<file path="config.mk">
export PLATFORM = sky130hd
export DESIGN_NAME = conv_encoder_punct
export DESIGN_NICKNAME = d
export VERILOG_FILES = /design/src/rtl/conv_encoder_punct.sv
export SDC_FILE = /design/constraint.sdc
export NUM_CORES = 1
export LEC_CHECK = 0
export ABC_AREA = 1
export CAP_MARGIN = 20
export CORE_ASPECT_RATIO = 0.75
export CORE_MARGIN = 2
export CORE_UTILIZATION = 40
export DETAILED_ROUTE_END_ITERATION = 8
export PLACE_DENSITY = 0.58
export SETUP_SLACK_MARGIN = 0.02
export SYNTH_ARGS = -nofsm -noshare
export SYNTH_HDL_FRONTEND = slang
export SYNTH_SLANG_ARGS = --single-unit
</file>
<file path="constraint.sdc">
create_clock -name CLK -period 5.3 [get_ports CLK]
set_input_delay 1.06 -clock CLK [delete_from_list [all_inputs] [get_ports CLK]]
set_output_delay 1.06 -clock CLK [all_outputs]
set_load 0.01 [all_outputs]
</file>
<file path="src/rtl/conv_encoder_punct.sv">
// Rate-1/2 convolutional encoder with 1/2, 2/3 and 3/4 puncturing and zero-tail termination.
// Each bit has a valid/ready handshake. The output is a single register stage that stalls on out_ready.
module conv_encoder_punct #(
    parameter int           K  = 3,
    parameter logic [K-1:0] G0 = 3'b111,
    parameter logic [K-1:0] G1 = 3'b101
) (
    input  logic       CLK,
    input  logic       RST,
    input  logic [1:0] mode,
    input  logic       in_bit,
    input  logic       in_valid,
    input  logic       in_last,
    output logic       in_ready,
    output logic [1:0] out_par,
    output logic [1:0] out_mask,
    output logic       out_valid,
    output logic       out_last,
    input  logic       out_ready
);

    localparam int TW = 4;

    typedef enum logic {DATA, TAIL} state_t;

    state_t          state_q, state_d;
    logic [K-2:0]    s_q, s_d;
    logic [1:0]      pcnt_q, pcnt_d;
    logic [TW-1:0]   tcnt_q, tcnt_d;
    logic            fs_q, fs_d;
    logic [1:0]      mode_q, mode_d;
    logic [1:0]      par_d, mask_d;
    logic            valid_d, last_d;

    logic            adv;
    logic            produce;
    logic            cur_in;
    logic            frame_end;
    logic [1:0]      eff_mode;
    logic [1:0]      pmask;
    logic [1:0]      plast;
    logic [K-1:0]    w;

    assign adv      = !out_valid || out_ready;
    assign in_ready = (state_q == DATA) && adv;

    always_comb begin
        state_d   = state_q;
        s_d       = s_q;
        pcnt_d    = pcnt_q;
        tcnt_d    = tcnt_q;
        fs_d      = fs_q;
        mode_d    = mode_q;
        par_d     = out_par;
        mask_d    = out_mask;
        last_d    = out_last;
        valid_d   = out_valid && !adv;
        produce   = 1'b0;
        cur_in    = 1'b0;
        frame_end = 1'b0;
        eff_mode  = mode_q;

        case (state_q)
            DATA: begin
                if (in_valid && adv) begin
                    produce = 1'b1;
                    cur_in  = in_bit;
                    // The first symbol of a frame is punctured with the mode sampled on the same cycle.
                    if (fs_q) begin
                        eff_mode = mode;
                        mode_d   = mode;
                        fs_d     = 1'b0;
                    end
                    if (in_last) begin
                        state_d = TAIL;
                        tcnt_d  = TW'(K - 2);
                    end
                end
            end
            TAIL: begin
                if (adv) begin
                    produce = 1'b1;
                    if (tcnt_q == '0) begin
                        frame_end = 1'b1;
                        state_d   = DATA;
                        fs_d      = 1'b1;
                    end else begin
                        tcnt_d = tcnt_q - 1'b1;
                    end
                end
            end
            default: state_d = DATA;
        endcase

        case (eff_mode)
            2'd1: begin
                plast = 2'd1;
                pmask = (pcnt_q == 2'd0) ? 2'b11 : 2'b10;
            end
            2'd2: begin
                plast = 2'd2;
                pmask = (pcnt_q == 2'd0) ? 2'b11 : (pcnt_q == 2'd1) ? 2'b10 : 2'b01;
            end
            default: begin
                plast = 2'd0;
                pmask = 2'b11;
            end
        endcase

        w = {cur_in, s_q};
        if (produce) begin
            par_d   = {^(w & G0), ^(w & G1)} & pmask;
            mask_d  = pmask;
            last_d  = frame_end;
            valid_d = 1'b1;
            s_d     = w[K-1:1];
            pcnt_d  = (pcnt_q == plast) ? 2'd0 : pcnt_q + 2'd1;
            if (frame_end) begin
                s_d    = '0;
                pcnt_d = 2'd0;
            end
        end
    end

    always_ff @(posedge CLK) begin
        if (RST) begin
            state_q   <= DATA;
            s_q       <= '0;
            pcnt_q    <= 2'd0;
            tcnt_q    <= '0;
            fs_q      <= 1'b1;
            mode_q    <= 2'd0;
            out_par   <= 2'b00;
            out_mask  <= 2'b00;
            out_valid <= 1'b0;
            out_last  <= 1'b0;
        end else begin
            state_q   <= state_d;
            s_q       <= s_d;
            pcnt_q    <= pcnt_d;
            tcnt_q    <= tcnt_d;
            fs_q      <= fs_d;
            mode_q    <= mode_d;
            out_par   <= par_d;
            out_mask  <= mask_d;
            out_valid <= valid_d;
            out_last  <= last_d;
        end
    end

endmodule

</file>
==> out/qor.yml <==
timing:
  setup_ws_ns: 1.896
  drv_slew: 0
  maxSlewHeadroom_pct: 66.83
  tns_ns: 0
  hold_ws_ns: 0.4502
  rsz0062_at_grt: "no"
  hold_viol: 0
  fin_crit_ns: 3.404
  tightest_slew_ns: 0.4959
  skew_ns: 0.001208
  setup_viol_count_final: 0
  finalCritPeriodShare_pct: 64.22
  fmax_mhz: 293.8
clocking:
  cts_root_buf: "clkbuf_4"
  cts_buffers: 3
  cts.clk_slew.worst_paths_ns: 0.09
  clock-sinks: 18
  postCtsSetupBuffers: 0
  clock_path_buffers: 2
  ctsHoldBuffers: 0
  tritoncts: "done"
  insertion_delay_ns: 0.29
  htreeDepth: 1
  cts_resized: 0
status:
  status: "completed"
setup_path:
  worstSetupPathType: "input port to output port"
  critPathTopFamily: "buffers and inverters"
  crit_required_ns: 4.24
  cp-end-kind: "output port"
  arrival_ns: 2.34
  cp_cell_sequence: "clkdlybuf4s50_1 > inv_1 > nand2_2 > inv_1 > nor2_1 > clkdlybuf4s50_1"
  cpPeakStageDelay_ns: 0.54
  slowest_stage: "clkdlybuf4s50_1"
  cp_num_buf_inv: 4
  startpoint_type: "input port"
  path_max_fanout: 3
drt:
  drt-wirelength-per-cell_um: 10.24
  via_per_inst: 4.508
  drc: 0
  ant_nets: 0
  wirelength_mm: 1.955
  via_count: 861
  first_pass_iters: 4
  drt-initial-drc-count: 17
place:
  dp_hpwl_mm: 1.564
  port_buffers: 14
  place_ws_ns: 1.885
  placed_cell_area_mm2: 0.001147
  gp_congestion: 0.8070
global_routing:
  grt_usage_pct: 15.82
  grt_pass1_vias: 781
  grt_pass1_wl_mm: 3.256
  overflow: 0
  grt_max_degree: 14
  grt_antenna_before_repair: 0
yosys:
  postSynthAreaPerCell_um2: 6.868
  netlist_area_um2: 968.4
  synthCells: 141
  synth_nets: 154
  ys_warn_count: 0
  netlist-cell-type-count: 21
  synth_seq_area_share_pct: 37.21
  ys_ff_latch: 18
cells_and_area:
  final_cell_mix: "43 x nand2_1, 19 x inv_1, 18 x dfxtp_1"
  final_common_cell: "nand2_1"
  area_delta_synth_final_pct: 20.80
  drive_above_1_share_pct: 11.46
  n_antenna_cell: 0
  final_cell_area_mm2: 0.001170
  nets: 172
pwr:
  power_leakage_nw: 0.5530
  pwr_density_cell_mw_per_mm2: 280.4
  vdd_drop_max_mv: 0.1610
floorplan:
  core_area_mm2: 0.002290
  die_h_um: 46.61
  start_util_pct: 42.30
  io_pins: 15
  chipWidth_um: 60.82
  die_area_mm2: 0.002835
  rows: 15
min_path:
  hp-class: "flop to flop"
flow_run:
  max-cap-violations: 0
## synth_stat cells, drive strengths merged
| cell | number | area (µm²) |
|---|---|---|
| or2 | 2 | 12.51 |
| nand3 | 8 | 52.55 |
| dfxtp | 18 | 360.4 |
| o21ai | 6 | 37.53 |
| nor3 | 1 | 5.000 |
| nand2 | 49 | 208.9 |
| clkbuf | 1 | 3.750 |
| inv | 23 | 88.84 |
| a21oi | 6 | 30.03 |
| nand4 | 4 | 25.02 |
| nand3b | 1 | 7.510 |
| ha | 5 | 62.56 |
| xnor2 | 2 | 17.52 |
| nor2 | 15 | 56.30 |
## worst paths after layout
kind / startpoint / to / slack (ns) / cells past startpoint
worst max-delay path: out_ready / in_ready / 1.90 / 6
worst min-delay path: out_last$_SDFFE_PP0P_ / out_last$_SDFFE_PP0P_ / 0.45 / 2
worst max register to register: state_q$_SDFF_PP0_ / pcnt_q[1]$_SDFFE_PP0P_ / 3.36 / 12
worst min register to register: out_last$_SDFFE_PP0P_ / out_last$_SDFFE_PP0P_ / 0.45 / 2
## sequential cells by signal, summed over array words and instances, names as in the netlist, 2 cells and up
signal,flops
tcnt_q,4
out_par,2
mode_q,2
pcnt_q,2
out_mask,2
s_q,2
## cells by family (layout without fill, tap and decap cells)
kind of cell | count (synthesis) | count (layout) | synth area share [%]
xor gates and xnor gates | 2 | 2 | 1.809
DFF | 18 | 18 | 37.21
buffers and inverters | 24 | 40 | 9.561
adders and majority gates | 5 | 5 | 6.460
and+or+nand+nor | 80 | 80 | 37.98
AOI/OAI and AO/OA | 12 | 12 | 6.976
## worst min-delay path, cell delays in order (launching register included)
cell     delay, ns
dfxtp_1       0.32
nand2_1       0.06
nand2_1       0.04
## routing by layer
| metal | vias up | global-route usage [%] | wire, µm |
|---|---|---|---|
| li1 | 473 | - | - |
| met4 | 0 | 3.913 | 10 |
| met2 | 14 | 25.59 | 840 |
| met3 | 2 | 5.056 | 106 |
| met5 | - | 0 | 0 |
| met1 | 372 | 20.50 | 998 |
## stage by stage
| step | power (mW) | util [%] | std cells |
|---|---|---|---|
| floorplan | 0.2305 | - | 141 |
| global placement | 0.2618 | 50.11 | 188 |
| detailed placement | 0.2645 | 50.11 | 188 |
| CTS | 0.3328 | 51.09 | 191 |
| global route | 0.3557 | 51.09 | 191 |
| finish | 0.3280 | 51.09 | 191 |
## where the power goes
part	total, mW	switching (mW)	internal (mW)
combinational	0.104	0.0594	0.0447
sequential	0.157	0.00834	0.148
clock	0.0672	0.0408	0.0265
## cell type report
class                      count  area (µm²)
inverter                      23       88.84
sequential                    18       360.3
clock buffer                   3       22.52
tap                           34       42.54
multi-input combinational     99       515.5
fill                         251        1120
timing repair buffer          14       140.1
No activity file was read; power rests on OpenSTA's default activity.
